## config.mk

```make
export PLATFORM = sky130hd
export DESIGN_NAME = serial_digit_rx
export DESIGN_NICKNAME = d
export VERILOG_FILES = /design/src/rtl/serial_digit_rx.sv
export SDC_FILE = /design/constraint.sdc
export NUM_CORES = 1
export LEC_CHECK = 0
export ABC_AREA = 1
export BUFFER_PORTS_ARGS = -buffer_cell sky130_fd_sc_hd__buf_4
export CAP_MARGIN = 10
export CORE_AREA = 2 2 83 85
export CTS_CLUSTER_SIZE = 40
export DETAILED_ROUTE_END_ITERATION = 10
export DIE_AREA = 0 0 85 87
export RECOVER_POWER = 25
export SETUP_SLACK_MARGIN = 0.1
export SKIP_LAST_GASP = 1
export SYNTH_ARGS = -nofsm -noshare
export SYNTH_HDL_FRONTEND = slang
export SYNTH_SLANG_ARGS = --single-unit
export TNS_END_PERCENT = 20
```

## constraint.sdc

```tcl
create_clock -name clk_out -period 1.5 [get_ports clk_out]
set_input_delay 0.225 -clock clk_out [delete_from_list [all_inputs] [get_ports clk_out]]
set_output_delay 0.225 -clock clk_out [all_outputs]
set_load 0.03 [all_outputs]
```

## src/rtl/serial_digit_rx.sv

```systemverilog
// Serial nibble receiver feeding a 4-digit shift register for the scan/display path.
// Frame: start(0), 4 data bits LSB first, optional even parity bit, stop(1).
// Each bit is OVS ticks of clk_out; bits are sampled at mid-bit.
//
// state       | meaning
// ------------+-----------------------------------------------------------
// S_IDLE      | line idle, waiting for synchronized rxd low
// S_START     | confirming start bit at mid-bit (glitch filter)
// S_DATA      | sampling 4 data bits, idx selects shreg bit
// S_PARITY    | sampling parity bit (only when PARITY_EN = 1)
// S_STOP      | sampling stop bit, commit or flag an error
// S_WAIT_HIGH | bad stop bit, waiting for the line to return high
module serial_digit_rx #(
    parameter int OVS       = 4,
    parameter bit PARITY_EN = 1'b1
) (
    input  logic       clk_out,
    input  logic       rst_n,
    input  logic       rxd,
    input  logic       dir,
    input  logic       clr,
    output logic [3:0] dig0,
    output logic [3:0] dig1,
    output logic [3:0] dig2,
    output logic [3:0] dig3,
    output logic       valid,
    output logic       par_err,
    output logic       frm_err,
    output logic       busy
);

    localparam int CW = $clog2(OVS);
    localparam logic [CW-1:0] CNT_HALF = CW'(OVS / 2 - 1);
    localparam logic [CW-1:0] CNT_LAST = CW'(OVS - 1);

    typedef enum logic [2:0] {
        S_IDLE,
        S_START,
        S_DATA,
        S_PARITY,
        S_STOP,
        S_WAIT_HIGH
    } state_t;

    state_t          state_q, state_d;
    logic [CW-1:0]   cnt_q, cnt_d;
    logic [1:0]      idx_q, idx_d;
    logic [3:0]      shreg_q, shreg_d;
    logic            par_q, par_d;
    logic            valid_q, valid_d;
    logic            par_err_q, par_err_d;
    logic            frm_err_q, frm_err_d;
    logic [3:0]      dig_q [4];
    logic [3:0]      dig_d [4];
    logic            sync1_q, sync2_q;
    logic            rx;
    logic            par_ok;
    logic            commit;

    assign rx     = sync2_q;
    assign par_ok = PARITY_EN ? ~(^{shreg_q, par_q}) : 1'b1;

    // Two-flop synchronizer for the asynchronous serial line; idles high.
    always_ff @(posedge clk_out or negedge rst_n) begin
        if (!rst_n) begin
            sync1_q <= 1'b1;
            sync2_q <= 1'b1;
        end else begin
            sync1_q <= rxd;
            sync2_q <= sync1_q;
        end
    end

    // State, counters, shift register, status pulses and digit registers.
    always_ff @(posedge clk_out or negedge rst_n) begin
        if (!rst_n) begin
            state_q   <= S_IDLE;
            cnt_q     <= '0;
            idx_q     <= '0;
            shreg_q   <= '0;
            par_q     <= 1'b0;
            valid_q   <= 1'b0;
            par_err_q <= 1'b0;
            frm_err_q <= 1'b0;
            for (int i = 0; i < 4; i++) dig_q[i] <= '0;
        end else begin
            state_q   <= state_d;
            cnt_q     <= cnt_d;
            idx_q     <= idx_d;
            shreg_q   <= shreg_d;
            par_q     <= par_d;
            valid_q   <= valid_d;
            par_err_q <= par_err_d;
            frm_err_q <= frm_err_d;
            for (int i = 0; i < 4; i++) dig_q[i] <= dig_d[i];
        end
    end

    // Next-state logic, frame decoding and digit shifting.
    always_comb begin
        state_d   = state_q;
        cnt_d     = cnt_q + 1'b1;
        idx_d     = idx_q;
        shreg_d   = shreg_q;
        par_d     = par_q;
        valid_d   = 1'b0;
        par_err_d = 1'b0;
        frm_err_d = 1'b0;
        commit    = 1'b0;
        dig_d     = dig_q;

        case (state_q)
            S_IDLE: begin
                cnt_d = '0;
                if (!rx) state_d = S_START;
            end
            S_START: begin
                if (cnt_q == CNT_HALF) begin
                    cnt_d   = '0;
                    idx_d   = '0;
                    state_d = rx ? S_IDLE : S_DATA;
                end
            end
            S_DATA: begin
                if (cnt_q == CNT_LAST) begin
                    cnt_d          = '0;
                    shreg_d[idx_q] = rx;
                    idx_d          = idx_q + 2'd1;
                    if (idx_q == 2'd3) state_d = PARITY_EN ? S_PARITY : S_STOP;
                end
            end
            S_PARITY: begin
                if (cnt_q == CNT_LAST) begin
                    cnt_d   = '0;
                    par_d   = rx;
                    state_d = S_STOP;
                end
            end
            S_STOP: begin
                if (cnt_q == CNT_LAST) begin
                    cnt_d = '0;
                    if (!rx) begin
                        frm_err_d = 1'b1;
                        state_d   = S_WAIT_HIGH;
                    end else if (par_ok) begin
                        valid_d = 1'b1;
                        commit  = 1'b1;
                        state_d = S_IDLE;
                    end else begin
                        par_err_d = 1'b1;
                        state_d   = S_IDLE;
                    end
                end
            end
            S_WAIT_HIGH: begin
                cnt_d = '0;
                if (rx) state_d = S_IDLE;
            end
            default: begin
                cnt_d   = '0;
                state_d = S_IDLE;
            end
        endcase

        // Clear overrides a coincident commit; valid still pulses.
        if (clr) begin
            for (int i = 0; i < 4; i++) dig_d[i] = '0;
        end else if (commit) begin
            if (dir) begin
                dig_d[3] = dig_q[2];
                dig_d[2] = dig_q[1];
                dig_d[1] = dig_q[0];
                dig_d[0] = shreg_q;
            end else begin
                dig_d[0] = dig_q[1];
                dig_d[1] = dig_q[2];
                dig_d[2] = dig_q[3];
                dig_d[3] = shreg_q;
            end
        end
    end

    assign dig0    = dig_q[0];
    assign dig1    = dig_q[1];
    assign dig2    = dig_q[2];
    assign dig3    = dig_q[3];
    assign valid   = valid_q;
    assign par_err = par_err_q;
    assign frm_err = frm_err_q;
    assign busy    = (state_q != S_IDLE);

endmodule
```

# Word level (Yosys, flattened, before mapping)
# Cells that the tools add are included.
# totals
reg_bits	33
in_bits	5
output_inout_bits	20
elab_cells	77
# op_classes
add_sub_neg	2
n_lt_le_gt_ge	2
n_eq_ne	15
muxes	33
reduce_logical	11
# op_table
op	n
$mux W16	3
$mux W3	8
$pmux W3 S6	1
$ne A2 B2 Y1 const B	7
$mux W1	12
$mux W2	5
$pmux W2 S2	2
$reduce_and A7 Y1	1
$eq A3 B2 Y1 const B	2
$eq A3 B3 Y1 const B	2
$reduce_xor A5 Y1	1
$add A2 B1 Y2 const B	2
$bwmux W4	1
$eq A2 B2 Y1 const B	2
$reduce_and A2 Y1	2
$reduce_bool A2 Y1	2
$eq A3 B1 Y1 const B	1
$logic_not A3 Y1	1
$lt A2 B3 Y1 const B	1
$reduce_and A3 Y1	1
$reduce_bool A3 Y1	1
$reduce_or A3 Y1	1
$demux W1 S2	1
$eq A2 B1 Y1 const B	1
other kinds (2)	2

# Longest topological paths before layout
# Gate-level depths: netlist of run 1.
# logic_depth
ltp_word	7
depth_mapped	10
ltp_nobuf	10

# Worst setup path after synthesis of run 1
# No wires, ideal clock.
# synth_timing
path_kind	register to register
startpoint	register cnt_q[0]
endpoint	register dig_q, in the netlist dig1[0]
setup_ps	119
arrival_ps	1372
required_ps	1381
path_slack_ps	9
stages_incl_launch_ff	8
path_buffers	1
synth_period_minus_slack_ps	1491
path_cell_list	dfrtp_1 -> ha_1 -> inv_1 -> nor3_4 -> nand3_4 -> buf_6 -> nand3_1 -> nand2_1
# synth_between
elab_chain_len	4
# synth_lines
item	line	text
start: declaration	46	logic [CW-1:0] cnt_q, cnt_d;
start signal: assignment	88	cnt_q <= cnt_d;
$eq A2 B2 Y1	140	if (cnt_q == CNT_LAST) begin
$mux W1	140	
$mux W1	112	case (state_q)
$reduce_bool A2 Y1 (no source line)	--	
end: declaration	53	logic [3:0] dig_q [4];
# No other way between the ends.
# A chain may end at the register's enable or synchronous reset.

# Worst setup path in the final report of run 1
# layout_timing
startpoint	register state_q[2]
endpoint	output busy
# layout_between
elab_chain_len	1
# layout_lines
item	line	text
start: declaration	45	state_t state_q, state_d;
start signal: assignment	87	state_q <= state_d;
$reduce_bool A3 Y1	190	assign busy = (state_q != S_IDLE);
end: declaration	29	output logic busy
# No other way between the ends.

==> flow_results.xml, run 1 <==
<?xml version="1.0" encoding="UTF-8"?>
<metrics>
  <group name="drt">
    <metric name="detail_route.first_pass.iterations" unit="">4</metric>
    <metric name="routedWlPerCell" unit="µm">11.33</metric>
    <metric name="route.vias.total" unit="">1525</metric>
    <metric name="route.final.wire_length" unit="µm">3751</metric>
    <metric name="avgViaCountPerCell" unit="">4.607</metric>
    <metric name="number_of_routed_nets_with_antenna_violations" unit="">0</metric>
    <metric name="drt_first_iter_violations" unit="">59</metric>
    <metric name="remaining_drc_errors" unit="">0</metric>
  </group>
  <group name="global_route">
    <metric name="global_route.overflow_total" unit="">0</metric>
    <metric name="grt_pass1_vias" unit="">1524</metric>
    <metric name="antenna_found_initial" unit="">0</metric>
    <metric name="grt.total_usage" unit="%">11.25</metric>
    <metric name="global_route_wire_length_before_repair" unit="µm">6706</metric>
    <metric name="maximum_number_of_pins_on_one_net_before_global_route_repair" unit="">34</metric>
  </group>
  <group name="critical_path">
    <metric name="worstPathRequired" unit="ns">1.27</metric>
    <metric name="worstPathCellList" unit="">inv_1, buf_4, nand2_1, buf_6</metric>
    <metric name="critPathMaxStageDelay" unit="ns">0.41</metric>
    <metric name="largest_driver_fanout_on_the_critical_path" unit="">4</metric>
    <metric name="arrival_time_reported_for_the_critical_path_endpoint" unit="ns">1.16</metric>
    <metric name="worst_setup_path_end_kind" unit="">primary output</metric>
    <metric name="startpoint_type_of_the_worst_setup_path" unit="">register</metric>
    <metric name="crit_path_category" unit="">reg2out</metric>
    <metric name="timing.critical_path.slowest_stage_cell" unit="">sky130_fd_sc_hd__dfrtp_1</metric>
  </group>
  <group name="sta">
    <metric name="final_period_minus_worst_setup_slack" unit="ns">1.387</metric>
    <metric name="pin_slew_with_the_least_headroom_to_its_limit" unit="ns">0.8240</metric>
    <metric name="rsz0062_at_grt" unit="">true</metric>
    <metric name="hold_ws" unit="ns">0.04107</metric>
    <metric name="finalMaxSlewViolations" unit="">0</metric>
    <metric name="skew" unit="ns">0.005699</metric>
    <metric name="period_share" unit="%">92.49</metric>
    <metric name="achievable-frequency" unit="GHz">0.7208</metric>
    <metric name="maxSlewHeadroom" unit="%">45.07</metric>
    <metric name="final_count_of_negative_setup_slack_endpoints" unit="">0</metric>
    <metric name="hold_viol_final" unit="">0</metric>
  </group>
  <group name="logic_synthesis">
    <metric name="netlist_instances" unit="">213</metric>
    <metric name="synth-warning-count" unit="">0</metric>
    <metric name="post_synth.cell_area_avg" unit="µm²">8.312</metric>
    <metric name="net_count_after_synthesis" unit="">225</metric>
    <metric name="syn-cell-area" unit="µm²">1770</metric>
    <metric name="post_synthesis_sequential_area_ratio" unit="%">46.78</metric>
    <metric name="synth.ff_latch_count" unit="">33</metric>
    <metric name="ys_types" unit="">29</metric>
  </group>
  <group name="finish">
    <metric name="mostFrequentLayoutCell" unit="">sky130_fd_sc_hd__nand2_1</metric>
    <metric name="final_layout_size_suffix_gt1_share" unit="%">23.51</metric>
    <metric name="design.final.nets" unit="">262</metric>
    <metric name="n_antenna_cell" unit="">0</metric>
    <metric name="area.growth.synth_to_final" unit="%">24.10</metric>
    <metric name="most_frequent_cells_in_the_layout" unit="">sky130_fd_sc_hd__nand2_1, sky130_fd_sc_hd__buf_4, sky130_fd_sc_hd__dfrtp_1, sky130_fd_sc_hd__nor2_1, sky130_fd_sc_hd__nand3_1</metric>
  </group>
  <group name="clock_tree">
    <metric name="tritoncts.num_buffers" unit="">5</metric>
    <metric name="clk_transition_reported_paths" unit="ns">0.07</metric>
    <metric name="max_clock_buf_depth" unit="">2</metric>
    <metric name="insertion_delay" unit="ns">0.29</metric>
    <metric name="total_number_of_clock_tree_sinks" unit="">33</metric>
    <metric name="tritoncts" unit="">done</metric>
    <metric name="cts_root_buf" unit="">sky130_fd_sc_hd__clkbuf_8</metric>
    <metric name="ctsHtreeMaxLevel" unit="">2</metric>
  </group>
  <group name="die">
    <metric name="fp.dieW" unit="µm">85</metric>
    <metric name="die-height" unit="µm">87</metric>
    <metric name="rows" unit="">30</metric>
    <metric name="initial_core_util" unit="%">26.95</metric>
    <metric name="count_of_boundary_i_o_pins" unit="">25</metric>
    <metric name="die_area" unit="µm²">7395</metric>
    <metric name="core-area" unit="µm²">6569</metric>
  </group>
  <group name="power">
    <metric name="peakVddDrop" unit="mV">0.6953</metric>
    <metric name="power.density_cell_area" unit="nW/µm²">1096</metric>
    <metric name="static-leakage-power" unit="nW">1.122</metric>
    <metric name="post-layout-total-power" unit="mW">2.409</metric>
  </group>
  <group name="placed_design">
    <metric name="hpwlAfterDp" unit="µm">2674</metric>
    <metric name="io_buffers" unit="">24</metric>
    <metric name="finalWeightedCongestion" unit="">0.7436</metric>
  </group>
  <group name="outcome">
    <metric name="status" unit="">finished clean</metric>
  </group>
  <group name="worst_hold_path">
    <metric name="holdCritPathClass" unit="">in2reg</metric>
  </group>
  <group name="flow_run">
    <metric name="maxCapViolCount" unit="">0</metric>
  </group>
</metrics>
-- worst max-delay path, delay by kind of cell (launching register included) --
family | cells | cell delay (ns)
AND/OR/NAND/NOR | 1 | 0.11
flip-flops | 1 | 0.41
buffers and inverters | 3 | 0.35
-- final timing paths --
check	startpoint	endpoint	slack, ns	cells after the start
setup / recovery	state_q[2]	busy	0.11	4
hold / removal	rxd	sync1_q	0.04	1
setup reg to reg	cnt_q[1]	dig3[0]	0.13	7
hold reg to reg	sync1_q	rx	0.36	0
max in group asynchronous	rst_n	dig2[3]	0.42	2
min in group asynchronous	rst_n	cnt_q[0]	0.56	2
-- cells in the mapped netlist --
library cell               count  area (µm²)
sky130_fd_sc_hd__dfrtp_1      31       775.7
sky130_fd_sc_hd__o21ai_0      14       70.07
sky130_fd_sc_hd__nor2_1       21       78.83
sky130_fd_sc_hd__nand3_1      18       90.09
sky130_fd_sc_hd__inv_2         1       3.750
sky130_fd_sc_hd__inv_1        17       63.81
sky130_fd_sc_hd__nor2_2        1       6.260
sky130_fd_sc_hd__clkinv_2      1       5.000
sky130_fd_sc_hd__clkbuf_1      3       11.26
sky130_fd_sc_hd__o21bai_1      1       7.510
sky130_fd_sc_hd__ha_1          7       87.58
sky130_fd_sc_hd__xor2_1        1       8.760
sky130_fd_sc_hd__buf_6         1       11.26
sky130_fd_sc_hd__mux2_2        2       22.52
sky130_fd_sc_hd__buf_1         1       3.750
sky130_fd_sc_hd__buf_2         1       5.000
sky130_fd_sc_hd__nand3_2       2       20.02
sky130_fd_sc_hd__nand3_4       1       17.52
sky130_fd_sc_hd__mux2i_1       6       60.06
sky130_fd_sc_hd__nor3_1        1       5.000
sky130_fd_sc_hd__dfstp_2       2       52.55
sky130_fd_sc_hd__xnor2_1       1       8.760
sky130_fd_sc_hd__clkbuf_8      1       13.76
sky130_fd_sc_hd__a21oi_1       4       20.02
sky130_fd_sc_hd__a211oi_1      3       22.52
sky130_fd_sc_hd__nor3_4        1       16.27
sky130_fd_sc_hd__nand2_2       1       6.260
sky130_fd_sc_hd__nand2_1      62       232.7
sky130_fd_sc_hd__nand4_1       7       43.79
-- routing by layer --
metal,part of all wire [%],track usage [%]
met1,46,14.04
met2,48,19.11
met3,4.3,2.938
met4,1.1,3.463
met5,0,0
-- logic make-up after synthesis --
kind of cell / Yosys count / synth area share (%)
buffers and inverters: 26 / 6.642
multiplexers: 8 / 4.664
adder cells (fa/ha/maj): 7 / 4.947
flip-flops: 33 / 46.78
XOR/XNOR: 2 / 0.9896
AO/OA/AOI/OAI: 22 / 6.785
AND/OR/NAND/NOR: 115 / 29.19
-- through the flow --
stage          setup TNS, ns  instances  utilization (%)  worst slack [ns]  area [µm²]
6_report                   0        331            33.45            0.1127        2197
5_1_grt            -0.008193        331            33.45         -0.005182        2197
4_1_cts                    0        329            33.14           0.09879        2177
3_5_place_dp               0        319            31.56            0.1133        2073
3_3_place_gp               0        319            31.56            0.1211        2073
2_1_floorplan              0        213                -           0.01004        1770
-- sequential cells by signal, summed over array words and instances (netlist names) --
| name | count |
|---|---|
| dig3 | 4 |
| cnt_q | 2 |
| state_q | 3 |
| dig1 | 4 |
| par_err | 1 |
| idx_q | 2 |
| rx | 1 |
| sync1_q | 1 |
| dig0 | 4 |
| par_q | 1 |
| dig2 | 4 |
| shreg_q | 4 |
| frm_err | 1 |
| valid | 1 |
-- power by group --
part	total, mW	internal, mW	switching (mW)
logic	0.711	0.261	0.450
registers	1.05	0.973	0.0723
clock network	0.652	0.321	0.331
total	2.41	1.56	0.854
-- final cells by class --
| type | instances | area [µm²] |
|---|---|---|
| Clock buffer | 6 | 72.57 |
| Clock inverter | 2 | 10.01 |
| Fill cell | 681 | 4372 |
| Inverter | 19 | 72.57 |
| Multi-Input combinational cell | 154 | 832.0 |
| Sequential cell | 33 | 828.3 |
| Tap cell | 80 | 100.1 |
| Timing Repair Buffer | 37 | 281.5 |
-- repair_timing --
action | 4_1_cts | 5_1_grt
resized for setup | 2 | 3
setup buffers | 1 | 2
cloned | 0 | 0
pin swaps | 1 | 0
setup endpoints to repair | 2 | 27
hold buffers | 1 | 0
endpoints found under the hold margin | 31 | 0
No activity file was read; power rests on OpenSTA's default activity.
==> run 2, diff against run 1 <==
- CORE_AREA: 2 2 83 85 -> 2 2 63 65
- DIE_AREA: 0 0 85 87 -> 0 0 65 67
- PLACE_DENSITY: unset -> 0.72
==> run 2 against run 1 <==
  * The run now ends with negative setup slack left
  * Maximum frequency fell by 7.9%
  * Utilization rose by 30 points
  * Non-clock buffer count rose by 6
  * Clock skew barely moved
  * Die area fell by 41%
  * Combinational power rose by 23%
  * Clock power fell by 2%
  * Wire length rose by 3.3%
  * Largest power group unchanged
==> flow_results.xml, run 2 (same netlist as run 1, synthesis figures left out) <==
<?xml version="1.0" encoding="UTF-8"?>
<metrics>
  <group name="sta">
    <metric name="final_count_of_negative_setup_slack_endpoints" unit="">1</metric>
    <metric name="maxSlewHeadroom" unit="%">46.04</metric>
    <metric name="period_share" unit="%">100.4</metric>
    <metric name="pin_slew_with_the_least_headroom_to_its_limit" unit="ns">0.8094</metric>
    <metric name="finalMaxSlewViolations" unit="">0</metric>
    <metric name="final_period_minus_worst_setup_slack" unit="ns">1.506</metric>
    <metric name="rsz0062_at_grt" unit="">true</metric>
    <metric name="hold_viol_final" unit="">0</metric>
    <metric name="hold_ws" unit="ns">0.04438</metric>
    <metric name="skew" unit="ns">0.006012</metric>
    <metric name="achievable-frequency" unit="GHz">0.6639</metric>
    <metric name="timing.final.ws_setup" unit="ns">-0.006269</metric>
  </group>
  <group name="power">
    <metric name="static-leakage-power" unit="nW">1.163</metric>
    <metric name="peakVddDrop" unit="mV">0.7633</metric>
    <metric name="post-layout-total-power" unit="mW">2.559</metric>
    <metric name="power.density_cell_area" unit="nW/µm²">1122</metric>
  </group>
  <group name="critical_path">
    <metric name="worstPathRequired" unit="ns">1.70</metric>
    <metric name="timing.critical_path.slowest_stage_cell" unit="">sky130_fd_sc_hd__dfrtp_1</metric>
    <metric name="startpoint_type_of_the_worst_setup_path" unit="">register</metric>
    <metric name="critPathMaxStageDelay" unit="ns">0.41</metric>
    <metric name="logic_depth_of_the_worst_register_to_register_path" unit="">7</metric>
    <metric name="worstPathCellList" unit="">nor2_4, nand2_2, nor3_4, buf_4, buf_6, inv_1, nor2_1</metric>
    <metric name="arrival_time_reported_for_the_critical_path_endpoint" unit="ns">1.70</metric>
    <metric name="largest_driver_fanout_on_the_critical_path" unit="">8</metric>
    <metric name="crit_path_category" unit="">reg2reg</metric>
    <metric name="worst_setup_path_end_kind" unit="">register</metric>
  </group>
  <group name="die">
    <metric name="die_area" unit="µm²">4355</metric>
    <metric name="core-area" unit="µm²">3606</metric>
    <metric name="fp.dieW" unit="µm">65</metric>
    <metric name="rows" unit="">22</metric>
    <metric name="initial_core_util" unit="%">49.10</metric>
    <metric name="die-height" unit="µm">67</metric>
    <metric name="count_of_boundary_i_o_pins" unit="">25</metric>
  </group>
  <group name="global_route">
    <metric name="global_route_wire_length_before_repair" unit="µm">6320</metric>
    <metric name="grt_pass1_vias" unit="">1448</metric>
    <metric name="antenna_found_initial" unit="">0</metric>
    <metric name="global_route.overflow_total" unit="">0</metric>
    <metric name="grt.total_usage" unit="%">18.91</metric>
    <metric name="maximum_number_of_pins_on_one_net_before_global_route_repair" unit="">34</metric>
  </group>
  <group name="drt">
    <metric name="remaining_drc_errors" unit="">0</metric>
    <metric name="drt_first_iter_violations" unit="">220</metric>
    <metric name="detail_route.first_pass.iterations" unit="">4</metric>
    <metric name="avgViaCountPerCell" unit="">5.214</metric>
    <metric name="route.final.wire_length" unit="µm">3875</metric>
    <metric name="route.vias.total" unit="">1606</metric>
    <metric name="routedWlPerCell" unit="µm">12.58</metric>
    <metric name="number_of_routed_nets_with_antenna_violations" unit="">0</metric>
  </group>
  <group name="placed_design">
    <metric name="pre_cts_slack" unit="ns">0.03634</metric>
    <metric name="finalWeightedCongestion" unit="">0.7804</metric>
    <metric name="io_buffers" unit="">24</metric>
    <metric name="hpwlAfterDp" unit="µm">2400</metric>
    <metric name="detailed_place.area" unit="µm²">2056</metric>
  </group>
  <group name="finish">
    <metric name="most_frequent_cells_in_the_layout" unit="">sky130_fd_sc_hd__nand2_1, sky130_fd_sc_hd__buf_4, sky130_fd_sc_hd__dfrtp_1, sky130_fd_sc_hd__nor2_1, sky130_fd_sc_hd__nand3_1</metric>
    <metric name="post-route-cell-area" unit="µm²">2280</metric>
    <metric name="design.final.nets" unit="">271</metric>
    <metric name="mostFrequentLayoutCell" unit="">sky130_fd_sc_hd__nand2_1</metric>
    <metric name="area.growth.synth_to_final" unit="%">28.76</metric>
    <metric name="filler_cell_count" unit="">316</metric>
    <metric name="n_antenna_cell" unit="">0</metric>
    <metric name="final_layout_size_suffix_gt1_share" unit="%">28.46</metric>
  </group>
  <group name="clock_tree">
    <metric name="tritoncts" unit="">done</metric>
    <metric name="clk_transition_reported_paths" unit="ns">0.07</metric>
    <metric name="total_number_of_clock_tree_sinks" unit="">33</metric>
    <metric name="insertion_delay" unit="ns">0.29</metric>
    <metric name="tritoncts.num_buffers" unit="">5</metric>
    <metric name="cts_root_buf" unit="">sky130_fd_sc_hd__clkbuf_8</metric>
    <metric name="ctsHtreeMaxLevel" unit="">2</metric>
    <metric name="max_clock_buf_depth" unit="">2</metric>
  </group>
  <group name="outcome">
    <metric name="status" unit="">finished, violations left</metric>
    <metric name="failed_checks" unit="">negative setup slack</metric>
  </group>
  <group name="worst_hold_path">
    <metric name="holdCritPathClass" unit="">in2reg</metric>
    <metric name="min_path_cells" unit="">1</metric>
  </group>
  <group name="flow_run">
    <metric name="maxCapViolCount" unit="">0</metric>
  </group>
</metrics>
run 2: changes by cell type in the layout (fill, tap and decap cells not counted), sizes merged:
cell / change
clkinv: +1
buf: +6
nand3: +2
run 2: what timing repair did:
item,in CTS,in global routing
buffers inserted,4,2
resized for setup,4,13
pin swaps,2,3
endpoints found under the hold margin,31,0
hold buffers,1,0
endpoints found under the setup margin,15,28
gates cloned,3,0
run 2: routing by layer:
metal / vias to the layer above / global-route usage (%) / part of all wire [%]
met5: - / 0 / 0
met4: 0 / 7.713 / 1.8
met3: 8 / 5.068 / 3.9
met2: 39 / 31.31 / 50
met1: 768 / 23.34 / 45
li1: 791 / - / -
run 2: critical path: cells and delay by family, from the launching register on:
family | cells | cell delay (ns)
DFF | 1 | 0.41
and+or+nand+nor | 4 | 0.68
buffers and inverters | 3 | 0.33
run 2: area by class of cell:
| class | count | area, µm² | area share (%) |
|---|---|---|---|
| clock buffers | 6 | 72.57 | 3.183 |
| clock inverters | 2 | 10.01 | 0.4391 |
| inverters | 19 | 76.32 | 3.348 |
| multi-input cells | 156 | 897.1 | 39.35 |
| flip-flops and latches | 33 | 828.3 | 36.33 |
| well taps | 48 | 60.06 | 2.634 |
| repair buffers | 43 | 330.3 | 14.49 |
| repair inverters | 1 | 5.005 | 0.2195 |
run 2: worst paths after layout:
kind	startpoint	endpoint	slack, ns
min in group asynchronous	rst_n	dig2[3]	0.56
worst max register to register	state_q[1]	par_err	-0.006
worst max-delay path	state_q[1]	par_err	-0.006
worst min register to register	sync1_q	rx	0.36
worst min-delay path	rxd	sync1_q	0.04
max in group asynchronous	rst_n	idx_q[1]	0.43
run 2: where the power goes:
group / internal, mW / switching (mW) / total (mW)
clock: 0.321 / 0.316 / 0.637
sequential: 0.973 / 0.0733 / 1.05
combinational: 0.337 / 0.538 / 0.875
total: 1.63 / 0.927 / 2.56
run 2: per-stage QoR:
| stage | TNS [ns] | utilization (%) | std cells |
|---|---|---|---|
| after global placement | 0 | 57.01 | 290 |
| after detailed placement | 0 | 57.01 | 290 |
| after global routing | -0.8014 | 63.22 | 308 |
| after CTS | 0 | 61.62 | 306 |
| after floorplan | 0 | - | 213 |
| final | -0.006269 | 63.22 | 308 |
